**src/rtl/mdu_ctrl_pkg.sv**
```systemverilog
// Shared encodings for the multiply/divide controller: op codes, FSM states,
// iteration count and the magnitude helper used when latching signed operands.
// Imported by mdu_ctrl and mdu_iter_step.
package mdu_ctrl_pkg;

  // Iterations per multiply/divide; tied to the 32-bit operand width.
  localparam int MDU_ITER_DEF = 32;

  // Operation encodings carried on the ID_TO_EX bus.
  localparam logic [2:0] MDU_OP_MULT  = 3'd0;
  localparam logic [2:0] MDU_OP_MULTU = 3'd1;
  localparam logic [2:0] MDU_OP_DIV   = 3'd2;
  localparam logic [2:0] MDU_OP_DIVU  = 3'd3;
  localparam logic [2:0] MDU_OP_MTHI  = 3'd4;
  localparam logic [2:0] MDU_OP_MTLO  = 3'd5;

  typedef enum logic [1:0] {
    MDU_IDLE = 2'd0,
    MDU_MUL  = 2'd1,
    MDU_DIV  = 2'd2,
    MDU_DONE = 2'd3
  } mdu_state_e;

  typedef enum logic {
    STEP_MUL = 1'b0,
    STEP_DIV = 1'b1
  } mdu_step_e;

  // Unsigned magnitude of a two's-complement word (0x80000000 maps to itself,
  // which is the correct unsigned magnitude).
  function automatic logic [31:0] mag32(input logic [31:0] v);
    return v[31] ? (~v + 32'd1) : v;
  endfunction

endpackage

```
**src/rtl/mdu_ctrl_iter_step.sv**
```systemverilog
// Purpose: one radix-2 iteration, shift-add multiply or restoring divide.
// Latency: purely combinational, zero cycles.
// Backpressure: none; the caller decides when to register the result.
module mdu_iter_step
  import mdu_ctrl_pkg::*;
(
  input  mdu_step_e   mode,
  input  logic [63:0] acc_in,
  input  logic [31:0] operand,
  output logic [63:0] acc_out,
  output logic        q_bit
);

  logic [32:0] prod_sum;
  logic        div_ok;
  logic [31:0] div_diff;

  // Multiply: acc = {partial product, remaining multiplier bits}; add the
  // multiplicand into the top half when the current multiplier bit is set,
  // then shift right keeping the carry.
  // Divide: acc = {partial remainder, remaining dividend / quotient bits};
  // shift left, and if the shifted remainder (33 bits) covers the divisor,
  // subtract and emit a 1 quotient bit. The difference always fits 32 bits.
  always_comb begin
    prod_sum = {1'b0, acc_in[63:32]} + {1'b0, operand};
    div_ok   = ({1'b0, acc_in[63:31]} >= {1'b0, operand});
    div_diff = acc_in[62:31] - operand;
    acc_out  = '0;
    q_bit    = 1'b0;
    if (mode == STEP_MUL) begin
      acc_out = acc_in[0] ? {prod_sum, acc_in[31:1]} : {1'b0, acc_in[63:1]};
    end else begin
      acc_out = {(div_ok ? div_diff : acc_in[62:31]), acc_in[30:0], 1'b0};
      q_bit   = div_ok;
    end
  end

endmodule

```
**src/rtl/mdu_ctrl.sv**
```systemverilog
// Purpose: HI/LO owner and sequencer for MULT/MULTU/DIV/DIVU plus MTHI/MTLO.
// Latency: mul/div results visible 34 cycles after accept; MTHI/MTLO next cycle.
// Backpressure: stallreq holds IF/ID/EX from accept through the last iteration.
module mdu_ctrl
  import mdu_ctrl_pkg::*;
#(
  parameter int MDU_ITER = MDU_ITER_DEF
) (
  input  logic        clk,
  input  logic        rst,
  input  logic        start,
  input  logic [2:0]  op,
  input  logic [31:0] src_a,
  input  logic [31:0] src_b,
  output logic        stallreq,
  output logic        busy,
  output logic [31:0] hi,
  output logic [31:0] lo
);

  mdu_state_e  state, state_nxt;
  logic [4:0]  cnt;
  logic [63:0] acc;
  logic [31:0] opnd;
  logic        neg;
  logic        rneg;
  logic        is_div;

  logic        md_op;
  logic        last_iter;
  mdu_step_e   step_mode;
  logic [63:0] step_acc;
  logic        step_q;
  logic [63:0] prod_fix;
  logic [31:0] quot_fix;
  logic [31:0] rem_fix;

  assign md_op     = (op == MDU_OP_MULT) || (op == MDU_OP_MULTU) ||
                     (op == MDU_OP_DIV)  || (op == MDU_OP_DIVU);
  assign last_iter = (cnt == 5'(MDU_ITER - 1));
  assign step_mode = (state == MDU_DIV) ? STEP_DIV : STEP_MUL;

  mdu_iter_step u_step (
    .mode    (step_mode),
    .acc_in  (acc),
    .operand (opnd),
    .acc_out (step_acc),
    .q_bit   (step_q)
  );

  // Sign-corrected results, consumed only in DONE.
  assign prod_fix = neg  ? (~acc + 64'd1)          : acc;
  assign quot_fix = neg  ? (~acc[31:0] + 32'd1)    : acc[31:0];
  assign rem_fix  = rneg ? (~acc[63:32] + 32'd1)   : acc[63:32];

  // State register.
  always_ff @(posedge clk or posedge rst) begin
    if (rst) state <= MDU_IDLE;
    else     state <= state_nxt;
  end

  // Next state and stall/busy; start is ignored outside IDLE because the same
  // instruction is still sitting in EX. Reset forces the outputs low at once.
  always_comb begin
    state_nxt = state;
    stallreq  = 1'b0;
    busy      = 1'b0;
    case (state)
      MDU_IDLE: begin
        if (start && md_op) begin
          stallreq  = 1'b1;
          state_nxt = ((op == MDU_OP_DIV) || (op == MDU_OP_DIVU)) ? MDU_DIV : MDU_MUL;
        end
      end
      MDU_MUL, MDU_DIV: begin
        stallreq = 1'b1;
        busy     = 1'b1;
        if (last_iter) state_nxt = MDU_DONE;
      end
      MDU_DONE: state_nxt = MDU_IDLE;
      default:  state_nxt = MDU_IDLE;
    endcase
    if (rst) begin
      stallreq = 1'b0;
      busy     = 1'b0;
    end
  end

  // Operand latch, iteration datapath, counter and HI/LO write-back.
  always_ff @(posedge clk or posedge rst) begin
    if (rst) begin
      hi     <= '0;
      lo     <= '0;
      acc    <= '0;
      opnd   <= '0;
      cnt    <= '0;
      neg    <= 1'b0;
      rneg   <= 1'b0;
      is_div <= 1'b0;
    end else begin
      case (state)
        MDU_IDLE: begin
          if (start) begin
            cnt <= '0;
            case (op)
              MDU_OP_MULT: begin
                opnd   <= mag32(src_a);
                acc    <= {32'd0, mag32(src_b)};
                neg    <= src_a[31] ^ src_b[31];
                rneg   <= 1'b0;
                is_div <= 1'b0;
              end
              MDU_OP_MULTU: begin
                opnd   <= src_a;
                acc    <= {32'd0, src_b};
                neg    <= 1'b0;
                rneg   <= 1'b0;
                is_div <= 1'b0;
              end
              MDU_OP_DIV: begin
                opnd   <= mag32(src_b);
                acc    <= {32'd0, mag32(src_a)};
                neg    <= src_a[31] ^ src_b[31];
                rneg   <= src_a[31];
                is_div <= 1'b1;
              end
              MDU_OP_DIVU: begin
                opnd   <= src_b;
                acc    <= {32'd0, src_a};
                neg    <= 1'b0;
                rneg   <= 1'b0;
                is_div <= 1'b1;
              end
              MDU_OP_MTHI: hi <= src_a;
              MDU_OP_MTLO: lo <= src_a;
              default: ;
            endcase
          end
        end
        MDU_MUL, MDU_DIV: begin
          acc <= step_acc | {63'd0, step_q};
          cnt <= cnt + 5'd1;
        end
        MDU_DONE: begin
          if (is_div) begin
            lo <= quot_fix;
            hi <= rem_fix;
          end else begin
            lo <= prod_fix[31:0];
            hi <= prod_fix[63:32];
          end
        end
        default: ;
      endcase
    end
  end

endmodule

```
**config.mk**
```make
export PLATFORM = sky130hd
export DESIGN_NAME = mdu_ctrl
export DESIGN_NICKNAME = d
export VERILOG_FILES = /design/src/rtl/mdu_ctrl_pkg.sv /design/src/rtl/mdu_ctrl_iter_step.sv /design/src/rtl/mdu_ctrl.sv
export SDC_FILE = /design/constraint.sdc
export NUM_CORES = 1
export LEC_CHECK = 0
export CELL_PAD_IN_SITES_DETAIL_PLACEMENT = 0
export CELL_PAD_IN_SITES_GLOBAL_PLACEMENT = 2
export CORE_ASPECT_RATIO = 1.1
export CORE_MARGIN = 5
export CORE_UTILIZATION = 39
export CTS_BUF_LIST = sky130_fd_sc_hd__clkbuf_8
export CTS_CLUSTER_SIZE = 10
export DETAILED_ROUTE_END_ITERATION = 8
export PLACE_DENSITY = 0.87
export SYNTH_ARGS = -nofsm -noshare
export SYNTH_HDL_FRONTEND = slang
export SYNTH_SLANG_ARGS = --single-unit
```
**constraint.sdc**
```tcl
create_clock -name clk -period 16.3 [get_ports clk]
set_input_delay 4.075 -clock clk [delete_from_list [all_inputs] [get_ports clk]]
set_output_delay 4.075 -clock clk [all_outputs]
set_load 0.01 [all_outputs]
```
# Word level (Yosys, flattened, before mapping)
# Cells that the tools add are included.
dict set report word_totals {
  ff_bits 170
  output_inout_bits 66
  word_cells 104
}
dict set report classes {
  add_sub_neg 8
  n_lt_le_gt_ge 1
  eq_ne 15
  n_mux 36
  n_bitwise 7
  n_reduce_logical 28
}
# operator n
set op_table {}
lappend op_table {{32-bit two-way mux} 11}
lappend op_table {{64-bit two-way mux} 4}
lappend op_table {{64-bit one-hot mux with 4 select lines} 1}
lappend op_table {{32-bit by 1-bit adder with 32-bit output (second input constant)} 4}
lappend op_table {{32-bit NOT} 4}
lappend op_table {{32-bit one-hot mux with 2 select lines} 2}
lappend op_table {{32-bit one-hot mux with 4 select lines} 1}
lappend op_table {{64-bit one-hot mux with 2 select lines} 1}
lappend op_table {{64-bit by 1-bit adder with 64-bit output (second input constant)} 1}
lappend op_table {{64-bit NOT} 1}
lappend op_table {{64-bit by 1-bit bitwise OR with 64-bit output} 1}
lappend op_table {{32-bit by 32-bit adder with 33-bit output} 1}
lappend op_table {{33-bit by 32-bit >= comparator with 1-bit output} 1}
lappend op_table {{32-bit subtractor} 1}
lappend op_table {{3-bit AND reduction} 7}
lappend op_table {{5-bit one-hot mux with 2 select lines} 1}
lappend op_table {{2-bit nonzero test} 5}
lappend op_table {{2-bit OR reduction} 5}
lappend op_table {{1-bit one-hot mux with 2 select lines} 4}
lappend op_table {{3-bit by 2-bit equality test with 1-bit output (second input constant)} 2}
lappend op_table {{3-bit equality test (second input constant)} 2}
lappend op_table {{1-bit two-way mux} 6}
lappend op_table {{2-bit two-way mux} 3}
lappend op_table {{2-bit != test (second input constant)} 3}
lappend op_table {{other kinds (17)} 23}

# Longest topological paths before layout
# Gate-level depths: netlist of run 1.
dict set report logic_depth {
  depth_word 8
  mapped_depth 14
  depth_no_buf 13
}

# Modules after synthesis
# From an unflattened synthesis of run 1, not the netlist that was laid out.
dict set report unflattened {
  cells_unflattened 2316
  hier_area_um2 17464.2
}
# module n_inst cells_each area_per_inst_um2 seq_area_each_um2
set modules_own_cells {}
lappend modules_own_cells {mdu_ctrl 1 1629 12784.8 4254.1}
lappend modules_own_cells {mdu_iter_step 1 687 4679.5 0.0}

# Worst setup path before layout of run 1
# Ideal clock, no wire load.
dict set report synth_path {
  kind {input to output}
  start {input start}
  end {output stallreq}
  t_arrival_ps 5060
  t_required_ps 12225
  path_slack_ps 7165
  cell_stages 5
  path_buffers 1
  cell_sequence {inv_1 -> nor2_1 -> nand2_1 -> clkbuf_1 -> a211oi_1}
}
dict set report synth_via {
  elab_chain_len 4
}
# item line_no
set synth_lines {}
lappend synth_lines {{start, declared} mdu_ctrl.sv:11} ;# input logic start,
lappend synth_lines {{1-bit logical AND} mdu_ctrl.sv:70} ;# if (start && md_op) begin
lappend synth_lines {{1-bit two-way mux} mdu_ctrl.sv:70}
lappend synth_lines {{1-bit one-hot mux with 2 select lines} mdu_ctrl.sv:68} ;# case (state)
lappend synth_lines {{1-bit two-way mux} mdu_ctrl.sv:83} ;# if (rst) begin
lappend synth_lines {{end, declared} mdu_ctrl.sv:15} ;# output logic stallreq,
# No other way between the ends.

# Final worst setup path of run 1
dict set report layout_path {
  start {input op[2]}
  end {output stallreq}
}
dict set report layout_via {
  elab_chain_len 8
}
# item line_no
set layout_lines {}
lappend layout_lines {{start, declared} mdu_ctrl.sv:12} ;# input logic [2:0] op,
lappend layout_lines {{3-bit by 1-bit equality test with 1-bit output / 3-bit zero test (equally long branches)} mdu_ctrl.sv:38} ;# assign md_op = (op == MDU_OP_MULT) || (op == MDU_OP_MULTU) ||
lappend layout_lines {{1-bit logical OR (2 in series)} mdu_ctrl.sv:38}
lappend layout_lines {{1-bit logical OR (*)} mdu_ctrl.sv:39} ;# (op == MDU_OP_DIV) || (op == MDU_OP_DIVU);
lappend layout_lines {{1-bit logical AND (*)} mdu_ctrl.sv:70}
lappend layout_lines {{1-bit two-way mux (*)} mdu_ctrl.sv:70}
lappend layout_lines {{1-bit one-hot mux with 2 select lines (*)} mdu_ctrl.sv:68}
lappend layout_lines {{1-bit two-way mux (*)} mdu_ctrl.sv:83}
# Every way passes the cells marked *; elsewhere a longest branch is shown, timed or not.

==> run metrics, run 1 <==
result of the run=finished, final reports clean; Gate Count Post-Synth=2303; dominant cell type by area after synthesis=sky130_fd_sc_hd__dfrtp_1; post-layout power=4.54 mW; warning count from the yosys run=0; H-tree levels=4; cells traversed along the worst timing path=clkdlybuf4s50_1 -> buf_4 -> nor2_1 -> nand2_1 -> a211oi_1 -> clkdlybuf4s50_1; starting utilization of the core area=0.394; largest net degree at the start of global routing=99; number of cells on the worst reg-to-reg path=11; min setup slack post-route=6260 ps; worst relative slew slack=0.305; post-route cell area=19500 um^2; post-CTS clock slew at the launch and capture registers of the worst setup and hold paths=100 ps; gp weighted congestion=0.942; routed wirelength normalized by instance count=25.3 um; total congestion overflow=0; placed cell count=2843; overall routing resource usage=0.288; data required time at the worst endpoint=12230 ps; core region area=44500 um^2; FF+latch count, synth=170; setup repair after global routing missed its margin=false; number of global-route vias before repair=16756; async set-reset flop share out of synthesis=1.00; signal arrival time at the worst endpoint=5960 ps; hold slack final=483 ps; R2R setup slack=11310 ps; Antenna Violating Nets Remaining=0; dpl cell area=19100 um^2; leakage power summed over all cells=8.07 nW; total wire length=72.9 mm; worst path buffer plus inverter count=3; pin slew with the least headroom to its limit=1040 ps; post-route insts no fill=2876; top cell type's share of synthesized area=0.243; DRC viols=0; category of the worst setup path launch point=input port; worst slack at placement=6290 ps; number of port buffers=135; Reg2Reg Launch Point=acc[35]; minimum clock period=10040 ps; cell at the root of the clock tree=sky130_fd_sc_hd__clkbuf_8; placed wire-length estimate=54.6 mm; end of the worst hold path=lo[17]; fraction of layout cells with a size suffix above 1=0.0562; antenna violations before repair=3; number of distinct standard cells referenced by the synthesized netlist=80; Final Net Count=2426; DR vias/cell=6.29; cts hold-fix bufs=0; predominant post-synthesis flop cell=sky130_fd_sc_hd__dfrtp_1; final period utilization=0.616; cell types with the highest counts after synthesis=263 x sky130_fd_sc_hd__nand2_1, 219 x sky130_fd_sc_hd__o21ai_0, 175 x sky130_fd_sc_hd__clkbuf_1, 174 x sky130_fd_sc_hd__a21oi_1, 170 x sky130_fd_sc_hd__dfrtp_1; clock latency of the later-clocked register in the worst-skew pair=540 ps; sequential share of the synthesized area=0.243; I/O Pins=136; Total Die Area=49200 um^2; Post-Route Skew=19.7 ps; iteration-0 DRC count of the detailed router=2133; Power per Cell Area=233 nW/um^2; width of the die=212 um; setup-violating endpoint count in the final report=0; fin util=0.439; final max-slew violation count=0; worst hold path stage count=1; CTS tree=built; cell area after synthesis=17500 um^2; first-pass GRT wire length=109 mm; total via count after detailed routing=18078; mean instance size in the synthesized netlist=7.60 um^2; buffer depth of the longest clock path=2; Max-cap violations=0; critical path type=in2out; Syn-to-layout area delta=11.4%; post-route setup TNS=0 ps; Crit path max-delay family=buffers and inverters; crit path max-delay cell type=sky130_fd_sc_hd__clkdlybuf4s50_1; worst vdd ir=101 uV; maximum frequency from static timing analysis=0.0996 GHz; post-CTS setup buffer count=0; Synth area leaders=sky130_fd_sc_hd__dfrtp_1 24%, sky130_fd_sc_hd__mux2i_1 7.0%, sky130_fd_sc_hd__o21ai_0 6.3%; Hold WC Path Type=reg2reg; FF-to-FF End=acc[62]; CP Max Fanout=44; Gates resized, CTS repair=0; TritonCTS Buffers=17; CP endpoint kind=output port; number of hold violations in the final report=0; synthesized net count=2448; first drt pass iteration count=8; site row count=81; cell occurring most often along the worst timing path=sky130_fd_sc_hd__clkdlybuf4s50_1; hold path startpoint=lo[17]; most frequent cell after synthesis=sky130_fd_sc_hd__nand2_1; Die Y-Extent=232 um; number of sinks driven by the clock tree=170; count of flip-flops with a built-in enable after synthesis=0; Max stage delay on crit path=580 ps
==> worst max path at each step <==
stage / start / slack (ps) / cells after the start / to
CTS: op[2] / 6270 / 6 / stallreq
floorplan: start / 7160 / 5 / stallreq
detailed placement: op[2] / 6290 / 6 / stallreq
global route: op[2] / 6150 / 6 / stallreq
finish: op[2] / 6260 / 6 / stallreq
global placement: op[2] / 6280 / 6 / stallreq
==> sequential cells by signal, indices dropped and copies added, names as in the netlist <==
| register | cells |
|---|---|
| opnd | 32 |
| state | 2 |
| lo | 32 |
| cnt | 5 |
| hi | 32 |
| acc | 64 |
| is_div | 1 |
| rneg | 1 |
| neg | 1 |
==> area by class of cell <==
| cell class | count | area [um^2] |
|---|---|---|
| Fill cell | 4481 | 25000 |
| Multi-Input combinational cell | 1851 | 12200 |
| Sequential cell | 170 | 4250 |
| Timing Repair Buffer | 166 | 1580 |
| Tap cell | 581 | 727 |
| Inverter | 75 | 287 |
| Clock buffer | 18 | 248 |
| Clock inverter | 14 | 181 |
| Antenna cell | 1 | 2.50 |
==> per-layer routing <==
layer,GRT usage,vias to the layer above,share of wire
li1,-,8366,-
met1,0.433,8732,0.45
met2,0.416,891,0.43
met3,0.0530,89,0.094
met4,0.0888,0,0.030
met5,0,-,0
==> cells in the final DEF, fill, tap and decap left out, types with 8 or more instances in the layout <==
cell / count
sky130_fd_sc_hd__nor3_1: 50
sky130_fd_sc_hd__xnor2_1: 85
sky130_fd_sc_hd__o211ai_1: 28
sky130_fd_sc_hd__nor4_1: 15
sky130_fd_sc_hd__ha_1: 71
sky130_fd_sc_hd__clkdlybuf4s50_1: 133
sky130_fd_sc_hd__o21a_1: 8
sky130_fd_sc_hd__o221ai_1: 27
sky130_fd_sc_hd__xor2_1: 84
sky130_fd_sc_hd__nand4_1: 16
sky130_fd_sc_hd__and2_1: 8
sky130_fd_sc_hd__a22oi_1: 29
sky130_fd_sc_hd__or3_1: 26
sky130_fd_sc_hd__a31oi_1: 26
sky130_fd_sc_hd__mux2i_1: 122
sky130_fd_sc_hd__o31ai_1: 41
sky130_fd_sc_hd__nand3_1: 50
sky130_fd_sc_hd__nor2_1: 154
sky130_fd_sc_hd__o21ai_0: 218
sky130_fd_sc_hd__a221oi_1: 11
sky130_fd_sc_hd__a211oi_1: 32
sky130_fd_sc_hd__buf_4: 32
sky130_fd_sc_hd__a221o_1: 9
sky130_fd_sc_hd__inv_1: 74
sky130_fd_sc_hd__nand2_1: 263
sky130_fd_sc_hd__or2_2: 9
sky130_fd_sc_hd__nand2b_1: 22
sky130_fd_sc_hd__mux2_2: 26
sky130_fd_sc_hd__or4_1: 24
sky130_fd_sc_hd__nor2b_1: 12
sky130_fd_sc_hd__dfrtp_1: 170
sky130_fd_sc_hd__o31a_1: 8
sky130_fd_sc_hd__a21oi_1: 171
sky130_fd_sc_hd__o41ai_1: 12
sky130_fd_sc_hd__o22ai_1: 15
sky130_fd_sc_hd__a22o_1: 10
sky130_fd_sc_hd__clkbuf_8: 18
sky130_fd_sc_hd__a21o_1: 57
==> cells by family (layout without fill, tap and decap cells) <==
| logic type | after synthesis | after routing | synth area share |
|---|---|---|---|
| flops | 170 | 170 | 0.243 |
| buf+inv | 282 | 273 | 0.0618 |
| fa+ha+maj | 75 | 75 | 0.0544 |
| mux | 149 | 149 | 0.0873 |
| compound gates | 776 | 776 | 0.287 |
| simple gates | 682 | 682 | 0.182 |
| other cells | 0 | 1 | 0 |
| xor+xnor | 169 | 169 | 0.0845 |
==> where the power goes <==
group | leakage (nW) | internal [mW] | switching (mW)
logic | 5.76 | 1.26 | 1.99
clock network | 0.208 | 0.159 | 0.190
registers | 2.10 | 0.621 | 0.312
total | 8.07 | 2.04 | 2.50
Power figures use the tool's default switching activity.
==> run 2, diff against run 1 <==
--- a/config.mk
+++ b/config.mk
@@ -9,11 +9,11 @@
 export CELL_PAD_IN_SITES_GLOBAL_PLACEMENT = 2
 export CORE_ASPECT_RATIO = 1.1
 export CORE_MARGIN = 5
-export CORE_UTILIZATION = 39
+export CORE_UTILIZATION = 36
 export CTS_BUF_LIST = sky130_fd_sc_hd__clkbuf_8
 export CTS_CLUSTER_SIZE = 10
 export DETAILED_ROUTE_END_ITERATION = 8
-export PLACE_DENSITY = 0.87
+export PLACE_DENSITY = 0.81
 export SYNTH_ARGS = -nofsm -noshare
 export SYNTH_HDL_FRONTEND = slang
 export SYNTH_SLANG_ARGS = --single-unit
==> constraint.sdc (replaced) <==
create_clock -name clk -period 10.5 [get_ports clk]
set_input_delay 2.625 -clock clk [delete_from_list [all_inputs] [get_ports clk]]
set_output_delay 2.625 -clock clk [all_outputs]
set_load 0.01 [all_outputs]
==> run metrics, run 2 (synthesis gave the netlist of run 1 again) <==
result of the run=finished, final reports clean; Antenna Violating Nets Remaining=0; worst hold path stage count=2; largest register by flop count=acc; data required time at the worst endpoint=7880 ps; buffer depth of the longest clock path=2; Comb power frac=0.715; maximum frequency from static timing analysis=0.140 GHz; number of sinks driven by the clock tree=170; Power per Cell Area=361 nW/um^2; minimum clock period=7140 ps; R2R setup slack=5910 ps; total wire length=74.1 mm; H-tree levels=4; Hold WC Path Type=reg2reg; total via count after detailed routing=17919; first drt pass iteration count=6; antenna violations before repair=2; number of hold violations in the final report=0; number of inserted filler cells in the final layout=5004; width of the die=220 um; cts hold-fix bufs=0; Syn-to-layout area delta=11.8%; CP endpoint kind=output port; fraction of layout cells with a size suffix above 1=0.0558; category of the worst setup path launch point=input port; critical path type=in2out; Post-Route Skew=22.9 ps; overall routing resource usage=0.270; leading cell types in the layout, fill and taps excluded=263 x sky130_fd_sc_hd__nand2_1, 218 x sky130_fd_sc_hd__o21ai_0, 171 x sky130_fd_sc_hd__a21oi_1, 170 x sky130_fd_sc_hd__dfrtp_1, 154 x sky130_fd_sc_hd__nor2_1; proportion of total power due to net switching=0.559; post-CTS setup buffer count=0; Total Die Area=53200 um^2; number of port buffers=135; FF-to-FF End=acc[62]; number of cells on the worst reg-to-reg path=11; gp weighted congestion=0.940; worst relative slew slack=0.196; DRC viols=0; final period utilization=0.680; post-CTS clock slew at the launch and capture registers of the worst setup and hold paths=90 ps; largest net degree at the start of global routing=86; Net Sw Power=3.94 mW; Die Y-Extent=241 um; Reg2Reg Launch Point=acc[35]; max FFs per register=64; core region area=48000 um^2; total congestion overflow=0; cell at the root of the clock tree=sky130_fd_sc_hd__clkbuf_8; DR vias/cell=6.09; iteration-0 DRC count of the detailed router=1759; end of the worst hold path=hi[28]; signal arrival time at the worst endpoint=4520 ps; first-pass GRT wire length=109 mm; site row count=84; pin slew with the least headroom to its limit=1210 ps; number of global-route vias before repair=16614; most frequent standard cell in the layout excluding fill and tap cells=sky130_fd_sc_hd__nand2_1; setup-violating endpoint count in the final report=0; TritonCTS Buffers=17; Gates resized, CTS repair=0; clock latency of the later-clocked register in the worst-skew pair=540 ps; placed wire-length estimate=56.5 mm; starting utilization of the core area=0.365; routed wirelength normalized by instance count=25.2 um; internal power=3.12 mW; Max-cap violations=0; worst vdd ir=167 uV; Clk network pwr share=0.073; I/O Pins=136; leakage power summed over all cells=8.06 nW; CTS tree=built; setup repair after global routing missed its margin=false; hold path startpoint=hi[28]; post-route setup TNS=0 ps; final max-slew violation count=0; sequential share of power=0.212; CP Max Fanout=44; Final Net Count=2425; post-layout power=7.06 mW
-- run 2: cell count changes in the layout (fill, tap and decap cells not counted), sizes merged, moves of 2 or more --
cell	delta
clkinv	+8
clkinvlp	-3
bufinv	-2
inv	-2
-- run 2: power by group through the flow --
stage	clock network, mW	registers [mW]	logic, mW
detailed placement	0	1.49	4.96
global placement	0	1.48	4.94
global route	0.552	1.53	5.48
finish	0.518	1.50	5.05
CTS	0.528	1.47	4.98
floorplan	0	1.24	3.50
-- run 2: metal layers --
| metal | global-route usage | share of wire | vias to the layer above |
|---|---|---|---|
| li1 | - | - | 8349 |
| met1 | 0.398 | 0.46 | 8720 |
| met2 | 0.402 | 0.43 | 751 |
| met3 | 0.0452 | 0.075 | 99 |
| met4 | 0.0893 | 0.032 | 0 |
| met5 | 0 | 0 | - |
-- run 2: worst max path at each step --
| stage | slack [ps] | end | cells after the start | startpoint |
|---|---|---|---|---|
| finish | 3360 | stallreq | 6 | op[2] |
| global route | 3250 | stallreq | 6 | op[2] |
| CTS | 3370 | stallreq | 6 | op[2] |
| detailed placement | 3360 | stallreq | 6 | op[2] |
| global placement | 3350 | stallreq | 6 | op[2] |
| floorplan | 3270 | acc[0] | 1 | rst |
-- run 2: area by class of cell --
class | count | area [um^2] | share of cell area
well taps | 645 | 807 | 0.0412
multi-input cells | 1851 | 12200 | 0.625
inverters | 75 | 287 | 0.0146
repair buffers | 165 | 1570 | 0.0801
clock inverters | 15 | 189 | 0.00965
clock buffers | 17 | 234 | 0.0120
flip-flops and latches | 170 | 4250 | 0.217
diodes | 2 | 5.00 | 0.000256
-- run 2: critical path, cell delays in order --
cell	delay, ps
sky130_fd_sc_hd__clkdlybuf4s50_1	400
sky130_fd_sc_hd__buf_4	300
sky130_fd_sc_hd__nor2_1	250
sky130_fd_sc_hd__nand2_1	100
sky130_fd_sc_hd__a211oi_1	250
sky130_fd_sc_hd__clkdlybuf4s50_1	570
-- run 2: through the flow --
stage,util,setup WS [ps],cells,instance area [um^2],hold slack (ps)
3_5_place_dp,0.399,3360,2906,19200,468
3_3_place_gp,0.399,3350,2906,19200,459
6_report,0.408,3360,2940,19600,485
4_1_cts,0.408,3370,2938,19600,492
5_1_grt,0.408,3250,2939,19600,511
2_1_floorplan,-,3270,2303,17500,445
